**src/rtl/instr_sequencer_if.sv**
```systemverilog
// instr_sequencer_if
//   Bus bundle between the program sequencer, the CPU core and the
//   program loader.
//   cpu_in / cpu_load / cpu_s : instruction word, IR load strobe, start strobe
//   cpu_w                     : core idle flag (1 = core waiting)
//   prog_we/prog_addr/prog_data : instruction-store write port
//   master = sequencer side, slave = core/loader side.
interface instr_sequencer_if #(
  parameter int AW = 5
) ();
  logic [15:0]   cpu_in;
  logic          cpu_load;
  logic          cpu_s;
  logic          cpu_w;
  logic          prog_we;
  logic [AW-1:0] prog_addr;
  logic [15:0]   prog_data;

  modport master (
    output cpu_in, cpu_load, cpu_s,
    input  cpu_w, prog_we, prog_addr, prog_data
  );

  modport slave (
    input  cpu_in, cpu_load, cpu_s,
    output cpu_w, prog_we, prog_addr, prog_data
  );
endinterface

```
**src/rtl/instr_sequencer.sv**
```systemverilog
// instr_sequencer
//   Self-running program executor for a single-instruction CPU core.
//   Fetches 16-bit words from a small instruction store, hands each one to
//   the core (load strobe, then start strobe) and waits for the core to
//   return to idle before advancing. Stops on a HALT word (bits [15:13] all
//   ones), after the last store address, or when the core stays busy too
//   long (watchdog).
// Ports
//   clk, reset   : clock, asynchronous active-low reset
//   start        : begin a run from address 0 (only honoured in IDLE/DONE)
//   bus          : core handshake and instruction-store write port
//   pc           : address of the current instruction
//   busy/done/err: run in progress / run finished / finished by watchdog
//   instr_count  : instructions completed in this run (saturating)
module instr_sequencer #(
  parameter int DEPTH   = 32,
  parameter int TIMEOUT = 256,
  localparam int AW     = $clog2(DEPTH)
) (
  input  logic                clk,
  input  logic                reset,
  input  logic                start,
  instr_sequencer_if.master   bus,
  output logic [AW-1:0]       pc,
  output logic                busy,
  output logic                done,
  output logic                err,
  output logic [15:0]         instr_count
);

  localparam int WCW = $clog2(TIMEOUT);

  typedef enum logic [2:0] {
    S_IDLE  = 3'd0,
    S_FETCH = 3'd1,
    S_CHECK = 3'd2,
    S_LOAD  = 3'd3,
    S_START = 3'd4,
    S_WAIT  = 3'd5,
    S_DONE  = 3'd6
  } state_t;

  function automatic logic is_halt(input logic [15:0] word);
    return (word[15:13] == 3'b111);
  endfunction

  logic [15:0]    mem [DEPTH];

  state_t         state_q,    state_d;
  logic [15:0]    instr_q,    instr_d;
  logic [15:0]    cpu_in_q,   cpu_in_d;
  logic           cpu_load_q, cpu_load_d;
  logic           cpu_s_q,    cpu_s_d;
  logic [AW-1:0]  pc_q,       pc_d;
  logic           busy_q,     busy_d;
  logic           done_q,     done_d;
  logic           err_q,      err_d;
  logic [15:0]    cnt_q,      cnt_d;
  logic [WCW-1:0] wait_cnt_q, wait_cnt_d;

  logic           prog_ok_s;

  // The store may only be rewritten while no run is in progress.
  assign prog_ok_s = (state_q == S_IDLE) || (state_q == S_DONE);

  // Instruction store write port; contents deliberately survive reset.
  always_ff @(posedge clk) begin
    if (bus.prog_we && prog_ok_s) begin
      mem[bus.prog_addr] <= bus.prog_data;
    end
  end

  // Next-state and next-output logic for the sequencing FSM.
  always_comb begin
    state_d    = state_q;
    instr_d    = instr_q;
    cpu_in_d   = cpu_in_q;
    cpu_load_d = 1'b0;
    cpu_s_d    = 1'b0;
    pc_d       = pc_q;
    err_d      = err_q;
    cnt_d      = cnt_q;
    wait_cnt_d = wait_cnt_q;

    case (state_q)
      S_IDLE, S_DONE: begin
        if (start) begin
          pc_d    = '0;
          cnt_d   = 16'd0;
          err_d   = 1'b0;
          state_d = S_FETCH;
        end else begin
          state_d = state_q;
        end
      end
      S_FETCH: begin
        instr_d = mem[pc_q];
        state_d = S_CHECK;
      end
      S_CHECK: begin
        // cpu_in only changes here, so it is stable from LOAD through WAIT.
        if (is_halt(instr_q)) begin
          state_d = S_DONE;
        end else begin
          cpu_in_d   = instr_q;
          cpu_load_d = 1'b1;
          state_d    = S_LOAD;
        end
      end
      S_LOAD: begin
        cpu_s_d = 1'b1;
        state_d = S_START;
      end
      S_START: begin
        wait_cnt_d = '0;
        state_d    = S_WAIT;
      end
      S_WAIT: begin
        wait_cnt_d = wait_cnt_q + WCW'(1);
        // On the first WAIT cycle cpu_w still reflects the core before it
        // saw the start strobe, so it cannot mean completion yet.
        if (bus.cpu_w && (wait_cnt_q != '0)) begin
          if (cnt_q != 16'hFFFF) begin
            cnt_d = cnt_q + 16'd1;
          end else begin
            cnt_d = cnt_q;
          end
          if (pc_q == AW'(DEPTH - 1)) begin
            state_d = S_DONE;
          end else begin
            pc_d    = pc_q + AW'(1);
            state_d = S_FETCH;
          end
        end else if (wait_cnt_q == WCW'(TIMEOUT - 1)) begin
          err_d   = 1'b1;
          state_d = S_DONE;
        end else begin
          state_d = S_WAIT;
        end
      end
      default: begin
        state_d = S_IDLE;
      end
    endcase

    // Status flags are registered copies of the next state.
    busy_d = (state_d == S_FETCH) || (state_d == S_CHECK) || (state_d == S_LOAD) ||
             (state_d == S_START) || (state_d == S_WAIT);
    done_d = (state_d == S_DONE);
  end

  // State and output registers.
  always_ff @(posedge clk or negedge reset) begin
    if (!reset) begin
      state_q    <= S_IDLE;
      instr_q    <= 16'd0;
      cpu_in_q   <= 16'd0;
      cpu_load_q <= 1'b0;
      cpu_s_q    <= 1'b0;
      pc_q       <= '0;
      busy_q     <= 1'b0;
      done_q     <= 1'b0;
      err_q      <= 1'b0;
      cnt_q      <= 16'd0;
      wait_cnt_q <= '0;
    end else begin
      state_q    <= state_d;
      instr_q    <= instr_d;
      cpu_in_q   <= cpu_in_d;
      cpu_load_q <= cpu_load_d;
      cpu_s_q    <= cpu_s_d;
      pc_q       <= pc_d;
      busy_q     <= busy_d;
      done_q     <= done_d;
      err_q      <= err_d;
      cnt_q      <= cnt_d;
      wait_cnt_q <= wait_cnt_d;
    end
  end

  assign bus.cpu_in   = cpu_in_q;
  assign bus.cpu_load = cpu_load_q;
  assign bus.cpu_s    = cpu_s_q;
  assign pc           = pc_q;
  assign busy         = busy_q;
  assign done         = done_q;
  assign err          = err_q;
  assign instr_count  = cnt_q;

endmodule

```
**src/flat_wrapper.sv**
```systemverilog
// flat-port wrapper written by rule: the top's interface ports become plain ports
module instr_sequencer_flat 
#(
  parameter int DEPTH   = 32,
  parameter int TIMEOUT = 256,
  localparam int AW     = $clog2(DEPTH)
)
  (clk, reset, start, pc, busy, done, err, instr_count, bus_cpu_in, bus_cpu_load, bus_cpu_s, bus_cpu_w, bus_prog_we, bus_prog_addr, bus_prog_data);
  instr_sequencer_if bus_i ();
  input  logic clk;
  input  logic reset;
  input  logic start;
  output logic [AW-1:0] pc;
  output logic busy;
  output logic done;
  output logic err;
  output logic [15:0] instr_count;
  output wire logic [$bits(bus_i.cpu_in)-1:0] bus_cpu_in;
  output wire logic [$bits(bus_i.cpu_load)-1:0] bus_cpu_load;
  output wire logic [$bits(bus_i.cpu_s)-1:0] bus_cpu_s;
  input wire logic [$bits(bus_i.cpu_w)-1:0] bus_cpu_w;
  input wire logic [$bits(bus_i.prog_we)-1:0] bus_prog_we;
  input wire logic [$bits(bus_i.prog_addr)-1:0] bus_prog_addr;
  input wire logic [$bits(bus_i.prog_data)-1:0] bus_prog_data;
  assign bus_cpu_in = bus_i.cpu_in;
  assign bus_cpu_load = bus_i.cpu_load;
  assign bus_cpu_s = bus_i.cpu_s;
  assign bus_i.cpu_w = bus_cpu_w;
  assign bus_i.prog_we = bus_prog_we;
  assign bus_i.prog_addr = bus_prog_addr;
  assign bus_i.prog_data = bus_prog_data;
  instr_sequencer #(.DEPTH(DEPTH), .TIMEOUT(TIMEOUT)) u_core (.clk(clk), .reset(reset), .start(start), .bus(bus_i), .pc(pc), .busy(busy), .done(done), .err(err), .instr_count(instr_count));
endmodule
```
**config.mk**
```make
export PLATFORM = sky130hd
export DESIGN_NAME = instr_sequencer_flat
export DESIGN_NICKNAME = d
export VERILOG_FILES = /design/src/rtl/instr_sequencer_if.sv /design/src/rtl/instr_sequencer.sv /design/src/flat_wrapper.sv
export SDC_FILE = /design/constraint.sdc
export NUM_CORES = 1
export LEC_CHECK = 0
export CAP_MARGIN = 40
export CORE_ASPECT_RATIO = 0.7
export CORE_MARGIN = 5
export CORE_UTILIZATION = 45
export CTS_CLUSTER_SIZE = 28
export DETAILED_ROUTE_END_ITERATION = 6
export GPL_ROUTABILITY_DRIVEN = 0
export SKIP_LAST_GASP = 1
export SYNTH_ARGS = -nofsm -noshare
export SYNTH_HDL_FRONTEND = slang
export SYNTH_SLANG_ARGS = --single-unit
```
**constraint.sdc**
```tcl
create_clock -name clk -period 3.4 [get_ports clk]
set_clock_uncertainty 0.15 [all_clocks]
set_input_delay 1.02 -clock clk [delete_from_list [all_inputs] [get_ports clk]]
set_output_delay 1.02 -clock clk [all_outputs]
set_load 0.02 [all_outputs]
```
==> impl_metrics.toml, run 1 <==
[clock_tree]
clockBufferDepth = 3
clk_pin_slew_ps = 60
cts_tree = "done"
cts_setup_buffers = 0
clockRootBuffer = "clkbuf_16"
clk_latency_ps = 590
numClockSinks = 581
hold_buffers = 0
numCtsBuffers = 55
cts-htree-levels = 2
postCtsResizedCells = 0

[synth]
synth_top_family_by_area = "multiplexers"
ys_seq_area_frac = 0.744
synth_enable_flop_cells = 512
synth_cell_types = 61
synth_compound_area_frac = 0.0526
syn_nets = 1269
synth_flop_cell = "edfxtp_1"
synth_adder_area_share = 0.00272
synthXorXnorAreaFrac = 0.00190
syn_inst = 1238
muxShareOfSynthArea = 0.141
ys_ff_latch = 581
netlist_area_um2 = 23000
avgSynthCellArea_um2 = 18.6
synthSimpleGateAreaFrac = 0.0433
yosysWarnings = 0
synthArstFlopShare = 0.119

[timing]
rsz0062_at_grt = "false"
fin_crit_sh = 0.966
clock.fmax_mhz = 304
tns_ps = 0
fin_hold_ws_ps = 265
hold_violations = 0
setup_viol = 0
final.min_clock_period_ps = 3280
worst_pin_slew_ps = 893
slew_headroom = 0.389
finalMaxSlewViolations = 0

[global_routing]
busiest_layer = "met1"
grt_max_degree = 61
antenna_found_initial = 0
grt_util_met2 = 0.278
grt_util_met3 = 0.0446
grt_first_pass_wirelength_mm = 81.9
grt_usage = 0.200
grt.overflow.total = 0
use_met1 = 0.331
grt_pass1_vias = 12000

[power_and_ir_drop]
peakVddDrop_uv = 429
power_density_nw_per_um2 = 659
pwr-share-seq = 0.480
leakagePower_nw = 8.44
intPower_mw = 12.8
p_sw_frac = 0.273
clockPowerShare = 0.320
finalPower_mw = 17.6
combPwrFrac = 0.201
p_switching_mw = 4.80

[cells_and_area]
nets = 1420
antenna_cells = 0
synthToLayoutAreaGrowth_pct = 16.1
drive_gt1_frac = 0.237
layout.cells.non_filler = 2103

[setup_path]
arrival_ps = 2110
cp.depth = 1
crit_buf_inv = 1
path_cells = "clkdlybuf4s50_1"
worstRegToRegCells = 6
r2r_start = "u_core.pc[0]$_DFFE_PN0P_"
r2r-end = "u_core.instr_q[6]$_DFFE_PN0P_"
critPathMaxFanout = 25
path_delay_family = "flip-flops"
cp-end-kind = "output pin"
endpoint = "pc[0]"
slowest_delay_ps = 790
worstSetupStartpoint = "u_core.pc[0]$_DFFE_PN0P_"
crit_slowest_cell = "dfrtp_4"
cp.required_ps = 2230
critPathLaunchType = "register"
critical_path_class = "reg -> out"
r2r_slack_ps = 390

[floorplanning]
fp.dieW_um = 280
floorplan.initialDensity = 0.454
io_pins = 68
row_count = 69
coreArea_um2 = 50700
die_h_um = 199
dieArea_um2 = 55800

[drt]
drt.antenna.violating_nets = 0
wl_per_cell_um = 26.6
via_per_inst = 5.81
drtIter0Drc = 1385
dr.pass1.iters = 7
drc = 0
drt-total-wl_mm = 56.0
via_count = 12200

[run_status]
status = "complete, no violations"

[flow_run]
cap_violations = 0

[placement]
dp_hpwl_mm = 35.0
io_buffers = 67
dp_cells = 2006

[min_path]
hold_class = "in -> async"
[stage by stage]
| stage | utilization | worst slack (ps) | instance area [um^2] |
|---|---|---|---|
| finish | 0.527 | 116 | 26700 |
| global placement | 0.495 | 223 | 25100 |
| detailed placement | 0.495 | 215 | 25100 |
| CTS | 0.527 | 42.6 | 26700 |
| global route | 0.527 | 30.4 | 26700 |
| floorplan | - | 586 | 23000 |
[routing by layer]
layer  vias to the layer above  wire length [um]
met5                         -                 0
met4                         0               609
met3                        51              4220
met2                       428             23800
met1                      6407             27400
li1                       5323                 -
[cells in the final DEF, fill, tap and decap left out, drive strengths merged, types with 9 or more instances in the layout]
master	n
mux4	84
inv	9
o21ai	12
edfxtp	512
clkdlybuf4s50	66
buf	94
a2111oi	11
nand2	40
nor2	57
nand3	12
mux2	58
clkbuf	73
o22ai	18
mux2i	69
dfrtp	69
a21oi	32
nor2b	32
a211oi	55
a221oi	12
clkinv	20
[final cells by class]
type | instances | area [um^2]
Clock buffer | 73 | 1470
Clock inverter | 24 | 138
Fill cell | 4026 | 24000
Inverter | 8 | 30.0
Multi-Input combinational cell | 583 | 5600
Sequential cell | 581 | 17100
Tap cell | 674 | 843
Timing Repair Buffer | 160 | 1500
[sequential cells by signal, indices dropped and copies added (netlist names)]
| name | count |
|---|---|
| u_core.bus.cpu_in | 16 |
| u_core.bus.cpu_load | 1 |
| u_core.bus.cpu_s | 1 |
| u_core.busy | 1 |
| u_core.done | 1 |
| u_core.err | 1 |
| u_core.instr_count | 16 |
| u_core.instr_q | 16 |
| u_core.mem | 512 |
| u_core.pc | 5 |
| u_core.state_q | 3 |
| u_core.wait_cnt_q | 8 |
[synth_stat cells, types with 7 or more instances]
master     number  share of area
nor2b_1        32         0.0087
and3_1          8         0.0022
clkbuf_1       26         0.0042
nand3_1        12         0.0026
nor3_1          7         0.0015
o22ai_1        18         0.0049
mux4_2         84          0.082
a221oi_1       12         0.0046
o21ai_0        10         0.0022
mux2_2         57          0.028
nand2_1        40         0.0065
nand2b_1        7         0.0019
mux2i_1        69          0.030
a211oi_1       54          0.018
a21oi_1        32         0.0070
edfxtp_1      512           0.67
buf_2          31         0.0067
dfrtp_1        69          0.075
nor2_1         57         0.0093
inv_1           8         0.0013
a2111oi_0      11         0.0042
[power groups by stage]
stage | Combinational (mW) | Clock (mW) | Sequential [mW]
4_1_cts | 3.56 | 5.73 | 8.45
3_5_place_dp | 3.54 | 0 | 8.60
5_1_grt | 3.79 | 6.06 | 8.48
3_3_place_gp | 3.53 | 0 | 8.59
6_report | 3.53 | 5.63 | 8.44
2_1_floorplan | 2.13 | 0 | 8.52
[worst register-to-register path, cell delays in order, from the launching register on]
cell and delay (ps):
dfrtp_4 700, nand2_1 430, buf_4 300, o22ai_1 150, a2111oi_0 830, a211oi_1 140
a211oi_1 220
[worst min-delay path by stage]
stage | startpoint | endpoint | slack, ps | cells after the start
2_1_floorplan | u_core.instr_q[0]$_DFFE_PN0P_ | u_core.instr_q[0]$_DFFE_PN0P_ | 300 | 1
3_3_place_gp | u_core.instr_q[0]$_DFFE_PN0P_ | u_core.instr_q[0]$_DFFE_PN0P_ | 330 | 1
3_5_place_dp | u_core.instr_q[0]$_DFFE_PN0P_ | u_core.instr_q[0]$_DFFE_PN0P_ | 330 | 1
4_1_cts | reset | u_core.wait_cnt_q[1]$_DFFE_PN0P_ | 260 | 1
5_1_grt | reset | u_core.wait_cnt_q[1]$_DFFE_PN0P_ | 290 | 1
6_report | reset | u_core.bus.cpu_in[15]$_DFFE_PN0P_ | 260 | 1
[logic make-up after synthesis]
| kind of cell | after synthesis |
|---|---|
| flip-flops | 581 |
| adder cells (fa/ha/maj) | 5 |
| AO/OA/AOI/OAI | 168 |
| buffers and inverters | 74 |
| multiplexers | 211 |
| AND/OR/NAND/NOR | 194 |
| XOR/XNOR | 5 |
(Power assumes the default switching activity.)
==> run 2, diff against run 1 <==
--- a/config.mk
+++ b/config.mk
@@ -12,7 +12,6 @@
 export CTS_CLUSTER_SIZE = 28
 export DETAILED_ROUTE_END_ITERATION = 6
 export GPL_ROUTABILITY_DRIVEN = 0
-export SKIP_LAST_GASP = 1
 export SYNTH_ARGS = -nofsm -noshare
 export SYNTH_HDL_FRONTEND = slang
 export SYNTH_SLANG_ARGS = --single-unit
==> results of run 2 <==
Final layout, timing and power as in run 1 (identical DEF).
==> run 3, diff against run 2 <==
--- a/config.mk
+++ b/config.mk
@@ -11,7 +11,9 @@
 export CORE_UTILIZATION = 45
 export CTS_CLUSTER_SIZE = 28
 export DETAILED_ROUTE_END_ITERATION = 6
+export DONT_BUFFER_PORTS = 1
 export GPL_ROUTABILITY_DRIVEN = 0
+export SLEW_MARGIN = 20
 export SYNTH_ARGS = -nofsm -noshare
 export SYNTH_HDL_FRONTEND = slang
 export SYNTH_SLANG_ARGS = --single-unit
==> impl_metrics.toml, run 3 (synthesized netlist as in run 1, its figures left out) <==
[drt]
dr.pass1.iters = 5
via_count = 11700
drc = 0
via_per_inst = 5.83
drtIter0Drc = 1132
wl_per_cell_um = 26.6
drt.antenna.violating_nets = 0
drt-total-wl_mm = 53.4

[clock_tree]
cts_tree = "done"
clockRootBuffer = "clkbuf_16"
clk_pin_slew_ps = 70
clk_latency_ps = 570
numCtsBuffers = 52
cts_setup_buffers = 0
numClockSinks = 581
clockBufferDepth = 3
cts-htree-levels = 2

[cells_and_area]
stdcell_area_um2 = 25800
top_register = "u_core.mem"
mostFrequentLayoutCell = "edfxtp_1"
fillers = 4072
synthToLayoutAreaGrowth_pct = 12.1
nets = 1324
layout_common_cells = "edfxtp_1 (512), mux4_2 (84), mux2i_1 (69)"
drive_gt1_frac = 0.236
layout.cells.non_filler = 2011
largest_register_ff_count = 512

[setup_path]
critPathLaunchType = "register"
r2r_slack_ps = 560
r2r_start = "u_core.pc[1]$_DFFE_PN0P_"
critical_path_class = "reg -> reg"
arrival_ps = 3120
worstRegToRegCells = 7
r2r-end = "u_core.instr_q[9]$_DFFE_PN0P_"
cp.required_ps = 3680
critPathMaxFanout = 46
cp-end-kind = "register"

[floorplanning]
coreArea_um2 = 50700
floorplan.initialDensity = 0.454
fp.dieW_um = 280
io_pins = 68
dieArea_um2 = 55800
row_count = 69
die_h_um = 199

[timing]
slew_headroom = 0.453
final.min_clock_period_ps = 2840
rsz0062_at_grt = "false"
tns_ps = 0
worst_pin_slew_ps = 820
hold_violations = 0
setup_viol = 0
fin_crit_sh = 0.835
clock.fmax_mhz = 352
finalMaxSlewViolations = 0

[placement]
dp_hpwl_mm = 32.7
io_buffers = 0
dpl-instance-area_um2 = 24100
dp_cells = 1911

[power_and_ir_drop]
peakVddDrop_uv = 412
power_density_nw_per_um2 = 660
leakagePower_nw = 8.04

[global_routing]
grt_max_degree = 89
grt_usage = 0.191
grt.overflow.total = 0
antenna_found_initial = 2
grt_first_pass_wirelength_mm = 79.0
grt_pass1_vias = 11800

[flow_run]
cap_violations = 0

[run_status]
status = "complete, no violations"

[min_path]
hold_class = "in -> async"
[run 3: critical path: stages, from the launching register on]
cell and delay (ps):
dfrtp_4 460, buf_4 610, mux2_2 430, o22ai_1 150, a2111oi_0 90, clkbuf_1 180
a211oi_1 470, a211oi_1 100
[run 3: worst max-delay path by stage]
stage / cells after the start / end / start
detailed placement: 6 / u_core.instr_q[9]$_DFFE_PN0P_ / u_core.pc[0]$_DFFE_PN0P_
global placement: 6 / u_core.instr_q[9]$_DFFE_PN0P_ / u_core.pc[0]$_DFFE_PN0P_
floorplan: 3 / u_core.mem[12][0]$_DFFE_PP_ / bus_prog_addr[1]
finish: 7 / u_core.instr_q[9]$_DFFE_PN0P_ / u_core.pc[1]$_DFFE_PN0P_
global route: 6 / u_core.instr_q[4]$_DFFE_PN0P_ / u_core.pc[0]$_DFFE_PN0P_
CTS: 6 / u_core.instr_q[9]$_DFFE_PN0P_ / u_core.pc[0]$_DFFE_PN0P_
[run 3: layer usage]
layer | part of all wire | global-route usage | routed length (um) | vias up
li1 | - | - | - | 5128
met1 | 0.48 | 0.303 | 25700 | 6168
met2 | 0.44 | 0.278 | 23400 | 369
met3 | 0.070 | 0.0423 | 3750 | 56
met4 | 0.012 | 0.0333 | 627 | 2
met5 | 0.00024 | 0 | 13 | -
[run 3: cell type report]
cell class / count / area, um^2 / share of cell area
Timing Repair Buffer: 67 / 557 / 0.0216
Multi-Input combinational cell: 583 / 5610 / 0.218
Sequential cell: 581 / 17100 / 0.664
Clock inverter: 30 / 220 / 0.00854
Clock buffer: 67 / 1400 / 0.0543
Tap cell: 674 / 843 / 0.0327
Inverter: 8 / 30.0 / 0.00116
Antenna cell: 1 / 2.50 / 0.0000971
[run 3: what timing repair did]
item	CTS	global route
hold buffers	1	0
endpoints found under the hold margin	69	0
gates resized for setup	0	0
[run 3: per-stage QoR]
step | utilization | total power [mW] | worst slack, ps | hold WS, ps
finish | 0.509 | 17.0 | 562 | 182
global route | 0.509 | 17.7 | 359 | 171
CTS | 0.509 | 17.2 | 314 | 171
detailed placement | 0.476 | 11.5 | 351 | 339
global placement | 0.476 | 11.5 | 444 | 336
floorplan | - | 10.7 | 586 | 303
[run 3: where the power goes]
group / internal [mW] / leakage [nW] / switching (mW) / total (mW)
sequential: 8.09 / 5.46 / 0.471 / 8.56
combinational: 1.31 / 1.80 / 1.48 / 2.79
clock: 3.13 / 0.784 / 2.54 / 5.67
total: 12.5 / 8.04 / 4.49 / 17.0
